### config.mk
export PLATFORM = sky130hd
export DESIGN_NAME = updown_mod_counter_flat
export DESIGN_NICKNAME = d
export VERILOG_FILES = /design/src/rtl/updown_mod_counter_if.sv /design/src/rtl/updown_mod_counter.sv /design/src/flat_wrapper.sv
export SDC_FILE = /design/constraint.sdc
export NUM_CORES = 1
export LEC_CHECK = 0
export BUFFER_PORTS_ARGS = -buffer_cell sky130_fd_sc_hd__buf_2
export CAP_MARGIN = 10
export CORE_MARGIN = 2
export CORE_UTILIZATION = 45
export DETAILED_ROUTE_END_ITERATION = 12
export HOLD_SLACK_MARGIN = 0.15
export PLACE_DENSITY_LB_ADDON = 0.3
export SLEW_MARGIN = 5
export SYNTH_ARGS = -nofsm -noshare
export SYNTH_HDL_FRONTEND = slang
export SYNTH_SLANG_ARGS = --single-unit
### constraint.sdc
create_clock -name clk -period 4.15 [get_ports clk]
set_clock_uncertainty 0.15 [all_clocks]
set_input_delay 0.83 -clock clk [delete_from_list [all_inputs] [get_ports clk]]
set_output_delay 0.83 -clock clk [all_outputs]
set_load 0.005 [all_outputs]
### src/rtl/updown_mod_counter_if.sv
// rtl/updown_mod_counter_if.sv - control/status bundle for updown_mod_counter
// psc_div exists only when UPDOWN_MOD_COUNTER_PRESCALER_EN is defined.
interface updown_mod_counter_if #(
    parameter int WIDTH  = 8,
    parameter int STEP_W = 4,
    parameter int PSC_W  = 8
);
    logic              en;
    logic              set;
    logic [WIDTH-1:0]  set_value;
    logic              up;
    logic              down;
    logic              mode;
    logic [WIDTH-1:0]  max_value;
    logic [STEP_W-1:0] step;
`ifdef UPDOWN_MOD_COUNTER_PRESCALER_EN
    logic [PSC_W-1:0]  psc_div;
`endif
    logic              clr_flags;
    logic [WIDTH-1:0]  count;
    logic              tc;
    logic              ovf;
    logic              unf;
    logic              at_max;
    logic              at_zero;

    if (WIDTH < 1 || STEP_W < 1 || PSC_W < 1) begin : g_param_check
        $error("updown_mod_counter_if: widths must be at least 1");
    end

    modport master (
`ifdef UPDOWN_MOD_COUNTER_PRESCALER_EN
        output psc_div,
`endif
        output en, set, set_value, up, down, mode, max_value, step, clr_flags,
        input  count, tc, ovf, unf, at_max, at_zero
    );

    modport slave (
`ifdef UPDOWN_MOD_COUNTER_PRESCALER_EN
        input  psc_div,
`endif
        input  en, set, set_value, up, down, mode, max_value, step, clr_flags,
        output count, tc, ovf, unf, at_max, at_zero
    );
endinterface

### src/rtl/updown_mod_counter.sv
// rtl/updown_mod_counter.sv - up/down counter with modulus, step, wrap/saturate and sticky flags
// Optional prescaler compiled in with UPDOWN_MOD_COUNTER_PRESCALER_EN.
module updown_mod_counter #(
    parameter int WIDTH  = 8,
    parameter int STEP_W = 4,
    parameter int PSC_W  = 8
) (
    input  logic               clk,
    input  logic               reset,
    updown_mod_counter_if.slave bus
);
    // CW holds both the raw step and max_value+1 so the step clamp never truncates
    localparam int CW = ((WIDTH + 1) > STEP_W) ? (WIDTH + 2) : (STEP_W + 1);
    localparam logic [WIDTH-1:0] ONE = WIDTH'(1);

    if (WIDTH < 1 || STEP_W < 1 || PSC_W < 1) begin : g_param_check
        $error("updown_mod_counter: widths must be at least 1");
    end

    logic [WIDTH-1:0] r_count;
    logic             r_tc;
    logic             r_ovf;
    logic             r_unf;

    logic             w_tick;
    logic [CW-1:0]    w_step_c;
    logic [CW-1:0]    w_maxp1_c;
    logic [WIDTH:0]   w_s;
    logic [WIDTH:0]   w_sum;
    logic [WIDTH:0]   w_cnt_x;
    logic [WIDTH:0]   w_max_x;
    logic [WIDTH-1:0] w_up_wrap;
    logic [WIDTH-1:0] w_dn_norm;
    logic [WIDTH-1:0] w_dn_wrap;
    logic [WIDTH-1:0] w_load;
    logic             w_oor;
    logic             w_step_go;
    logic [WIDTH-1:0] w_nxt_count;
    logic             w_evt_ovf;
    logic             w_evt_unf;

`ifdef UPDOWN_MOD_COUNTER_PRESCALER_EN
    logic [PSC_W-1:0] r_psc;

    assign w_tick = (r_psc == bus.psc_div);

    always_ff @(posedge clk or negedge reset) begin
        if (!reset) begin
            r_psc <= '0;
        end else if (bus.set) begin
            r_psc <= '0;
        end else if (bus.en) begin
            r_psc <= w_tick ? '0 : r_psc + PSC_W'(1);
        end
    end
`else
    assign w_tick = 1'b1;
`endif

    assign w_step_c  = CW'(bus.step);
    assign w_maxp1_c = CW'(bus.max_value) + CW'(1);
    assign w_s       = (w_step_c < w_maxp1_c) ? w_step_c[WIDTH:0] : w_maxp1_c[WIDTH:0];

    assign w_cnt_x   = {1'b0, r_count};
    assign w_max_x   = {1'b0, bus.max_value};
    assign w_sum     = w_cnt_x + w_s;
    assign w_oor     = r_count > bus.max_value;
    assign w_load    = (bus.set_value < bus.max_value) ? bus.set_value : bus.max_value;

    // Wrapped results always land in 0..max_value, so modulo-2^WIDTH arithmetic is exact
    assign w_up_wrap = r_count + w_s[WIDTH-1:0] - bus.max_value - ONE;
    assign w_dn_norm = r_count - w_s[WIDTH-1:0];
    assign w_dn_wrap = r_count + bus.max_value + ONE - w_s[WIDTH-1:0];

    assign w_step_go = bus.en && w_tick && (bus.up != bus.down) && (w_s != '0);

    always_comb begin
        w_nxt_count = r_count;
        w_evt_ovf   = 1'b0;
        w_evt_unf   = 1'b0;
        if (bus.set) begin
            w_nxt_count = w_load;
        end else if (w_step_go) begin
            if (w_oor) begin
                w_nxt_count = bus.mode ? bus.max_value : '0;
                w_evt_ovf   = 1'b1;
            end else if (bus.up) begin
                if (w_sum <= w_max_x) begin
                    w_nxt_count = w_sum[WIDTH-1:0];
                end else begin
                    w_nxt_count = bus.mode ? bus.max_value : w_up_wrap;
                    w_evt_ovf   = 1'b1;
                end
            end else begin
                if (w_s <= w_cnt_x) begin
                    w_nxt_count = w_dn_norm;
                end else begin
                    w_nxt_count = bus.mode ? '0 : w_dn_wrap;
                    w_evt_unf   = 1'b1;
                end
            end
        end
    end

    // A flag event in the same cycle as clr_flags keeps the flag set
    always_ff @(posedge clk or negedge reset) begin
        if (!reset) begin
            r_count <= '0;
            r_tc    <= 1'b0;
            r_ovf   <= 1'b0;
            r_unf   <= 1'b0;
        end else begin
            r_count <= w_nxt_count;
            r_tc    <= w_evt_ovf | w_evt_unf;
            r_ovf   <= w_evt_ovf | (r_ovf & ~bus.clr_flags);
            r_unf   <= w_evt_unf | (r_unf & ~bus.clr_flags);
        end
    end

    assign bus.count   = r_count;
    assign bus.tc      = r_tc;
    assign bus.ovf     = r_ovf;
    assign bus.unf     = r_unf;
    assign bus.at_max  = (r_count == bus.max_value);
    assign bus.at_zero = (r_count == '0);
endmodule

### src/flat_wrapper.sv
// flat-port wrapper written by rule: the top's interface ports become plain ports
module updown_mod_counter_flat 
#(
    parameter int WIDTH  = 8,
    parameter int STEP_W = 4,
    parameter int PSC_W  = 8
)
  (clk, reset, bus_en, bus_set, bus_set_value, bus_up, bus_down, bus_mode, bus_max_value, bus_step, bus_clr_flags, bus_count, bus_tc, bus_ovf, bus_unf, bus_at_max, bus_at_zero);
  updown_mod_counter_if #(.WIDTH(WIDTH), .STEP_W(STEP_W), .PSC_W(PSC_W)) bus_i ();
  input  logic clk;
  input  logic reset;
  input wire logic [$bits(bus_i.en)-1:0] bus_en;
  input wire logic [$bits(bus_i.set)-1:0] bus_set;
  input wire logic [$bits(bus_i.set_value)-1:0] bus_set_value;
  input wire logic [$bits(bus_i.up)-1:0] bus_up;
  input wire logic [$bits(bus_i.down)-1:0] bus_down;
  input wire logic [$bits(bus_i.mode)-1:0] bus_mode;
  input wire logic [$bits(bus_i.max_value)-1:0] bus_max_value;
  input wire logic [$bits(bus_i.step)-1:0] bus_step;
  input wire logic [$bits(bus_i.clr_flags)-1:0] bus_clr_flags;
  output wire logic [$bits(bus_i.count)-1:0] bus_count;
  output wire logic [$bits(bus_i.tc)-1:0] bus_tc;
  output wire logic [$bits(bus_i.ovf)-1:0] bus_ovf;
  output wire logic [$bits(bus_i.unf)-1:0] bus_unf;
  output wire logic [$bits(bus_i.at_max)-1:0] bus_at_max;
  output wire logic [$bits(bus_i.at_zero)-1:0] bus_at_zero;
  assign bus_i.en = bus_en;
  assign bus_i.set = bus_set;
  assign bus_i.set_value = bus_set_value;
  assign bus_i.up = bus_up;
  assign bus_i.down = bus_down;
  assign bus_i.mode = bus_mode;
  assign bus_i.max_value = bus_max_value;
  assign bus_i.step = bus_step;
  assign bus_i.clr_flags = bus_clr_flags;
  assign bus_count = bus_i.count;
  assign bus_tc = bus_i.tc;
  assign bus_ovf = bus_i.ovf;
  assign bus_unf = bus_i.unf;
  assign bus_at_max = bus_i.at_max;
  assign bus_at_zero = bus_i.at_zero;
  updown_mod_counter #(.WIDTH(WIDTH), .STEP_W(STEP_W), .PSC_W(PSC_W)) u_core (.clk(clk), .reset(reset), .bus(bus_i));
endmodule
==> flow_summary.json <==
{
  "outcome": "complete, but fails checks",
  "failed_checks": "negative setup slack",
  "worst_setup_path_start_kind": "input pin",
  "clock-sinks": 11,
  "die_area_um2": 8320,
  "diodes": 0,
  "drive_above_1_share_pct": 36.1,
  "syn_inst": 424,
  "slowest_stage": "a221o_1",
  "ys.warnings.count": 0,
  "cap_violations": 0,
  "max_freq_ghz": 0.195,
  "worstPathCellList": "buf_8, ha_4, inv_1, ha_4, o21ai_2, a21oi_2, o211ai_2, buf_4, o21ai_4, ha_4, nand2b_4, a221o_1, o311a_4, ha_4, nand4_1, o22a_1, o22a_2, or2_4, a31o_4, o211ai_1, a32oi_1",
  "period_minus_slack_ns": 5.14,
  "num_vias": 3945,
  "powerDensity_nw_per_um2": 560,
  "period_share_pct": 124,
  "ys_seq_elements": 11,
  "gp_congestion": 0.976,
  "synth_edf_count": 0,
  "grt_max_degree": 17,
  "synth_top_cell_by_area": "ha_1",
  "hp-class": "input pin to asynchronous set/reset pin",
  "critPathArrivalTime_ns": 5.09,
  "p_leak_nw": 2.38,
  "ioPinCount": 41,
  "viasPerCell": 5.89,
  "first_global_vias": 3915,
  "rows": 31,
  "clock_latency_ns": 0.25,
  "synthArstFlopShare_pct": 100,
  "dpl-instance-area_um2": 4410,
  "cp_max_fo": 7,
  "cp_common_cell": "ha_4",
  "slew_headroom_pct": 55.9,
  "fp.dieH_um": 91.2,
  "yosysTopAreaCellShare_pct": 26.7,
  "wire_per_inst_um": 18.8,
  "synth_cell_types": 62,
  "wl_um": 12600,
  "worstMarginPinSlew_ns": 0.660,
  "crit_family": "compound AO/OA/AOI/OAI gates",
  "rsz0062_at_grt": "yes",
  "synth-main-ff-cell": "dfrtp_1",
  "clk_pin_slew_ns": 0.06,
  "drv_slew": 0,
  "fin_ws_ns": -0.991,
  "cts_hold_buf": 0,
  "grt_usage_pct": 30.5,
  "grt_first_pass_wirelength_um": 20200,
  "r2r_cells": 14,
  "utilization_pct": 67.6,
  "cp-end-kind": "flop",
  "hold_viol_final": 0,
  "nets": 684,
  "core_area_um2": 7290,
  "postSynthAreaPerCell_um2": 8.07,
  "whs_ns": 0.306,
  "overflow": 0,
  "finalPower_mw": 2.76,
  "drt-pass1-iter-count": 5,
  "layout.cells.most_common": "buf_4",
  "first_iter_violations": 341,
  "synth.cell_area_um2": 3420,
  "area_growth_pct": 44.0,
  "seq_area_frac_synth_pct": 8.04,
  "crit_type": "input pin to flop",
  "htreeDepth": 1,
  "final_area_um2": 4930,
  "required_ns": 4.10,
  "max_stage_delay_ns": 0.38,
  "numCtsBuffers": 3,
  "drc": 0,
  "critPathBufInv": 3,
  "die_w_um": 91.2,
  "cts_tree": "done",
  "initial_core_util_pct": 46.9,
  "port_buffers": 40,
  "cts_root_buf": "clkbuf_8",
  "final.fill_count": 631,
  "setup_viol": 11,
  "cp.depth": 21,
  "netlist_top_cells_area": "ha_1, dfrtp_1, fa_1",
  "dp_hpwl_um": 10000,
  "layout_common_cells": "buf_4, ha_1, inv_1",
  "cts_buffer_depth": 2,
  "drtAntennaViolNets": 0,
  "antenna_found_initial": 0,
  "vdd_drop_max_v": 0.000257
}
-- layer usage --
metal | vias up | global-route usage [%] | part of all wire [%]
met5 | - | 0 | 0
met4 | 0 | 7.70 | 3.7
met3 | 44 | 4.48 | 7.1
met2 | 160 | 52.5 | 47
met1 | 1897 | 39.9 | 42
li1 | 1844 | - | -
-- final cells by class --
class / count / area [um2] / share of cell area [%]
Clock buffer: 4 / 45.0 / 0.914
Multi-Input combinational cell: 369 / 3300 / 66.9
Inverter: 44 / 165 / 3.35
Sequential cell: 11 / 275 / 5.59
Timing Repair Buffer: 143 / 1020 / 20.8
Tap cell: 99 / 124 / 2.51
-- timing repair --
| item | CTS | global route |
|---|---|---|
| pin swaps | 31 | 22 |
| setup endpoints to repair | 11 | 11 |
| cloned | 1 | 0 |
| buffers inserted | 11 | 8 |
| gates resized for setup | 37 | 24 |
-- where the power goes --
part / switching, mW / total [mW] / internal [mW]
Combinational: 1.29 / 2.47 / 1.19
Sequential: 0.0359 / 0.172 / 0.136
Clock: 0.0466 / 0.115 / 0.0679
Total: 1.37 / 2.76 / 1.39
-- kinds of logic after synthesis --
logic type	synth area share, %
fa+ha+maj	33.1
buf+inv	6.54
xor+xnor	5.88
mux	2.16
flops	8.04
simple gates	16.0
other cells	0.219
compound gates	28.0
-- synth_stat cells (5+ instances only) --
cell type,number
o21ai_0,23
clkbuf_1,6
a211oi_1,13
nand2_1,22
nand3_1,8
inv_1,43
a211o_1,8
nor3_1,12
nand4_1,7
o21a_1,5
dfrtp_1,11
a31oi_1,5
xnor2_1,14
ha_1,73
xor2_1,9
fa_1,11
nor2_1,22
a21o_1,8
or2_2,5
nor2b_1,8
a21oi_1,26
o211ai_1,5
-- sequential cells by signal, indices dropped and copies added, names as in the netlist --
| register | count |
|---|---|
| u_core.bus.count | 8 |
| u_core.bus.ovf | 1 |
| u_core.bus.tc | 1 |
| u_core.bus.unf | 1 |
-- stage by stage --
stage	setup WS, ns	TNS (ns)	std cells
final	-0.991	-9.40	670
after CTS	-0.972	-8.88	662
after global placement	-1.57	-14.66	646
after floorplan	-1.20	-10.61	435
after global routing	-1.19	-11.63	670
after detailed placement	-1.62	-15.36	646
-- path summary, 6_finish.rpt --
path	from	to	slack, ns
setup / recovery	bus_max_value[0]	u_core.bus.count[0]	-0.99
hold / removal	reset	u_core.bus.count[0]	0.31
setup reg to reg	u_core.bus.count[1]	u_core.bus.count[0]	0.47
hold reg to reg	u_core.bus.unf	u_core.bus.unf	0.39
max in group asynchronous	reset	u_core.bus.ovf	3.30
min in group clk	u_core.bus.unf	u_core.bus.unf	0.39
Power figures use the tool's default switching activity.
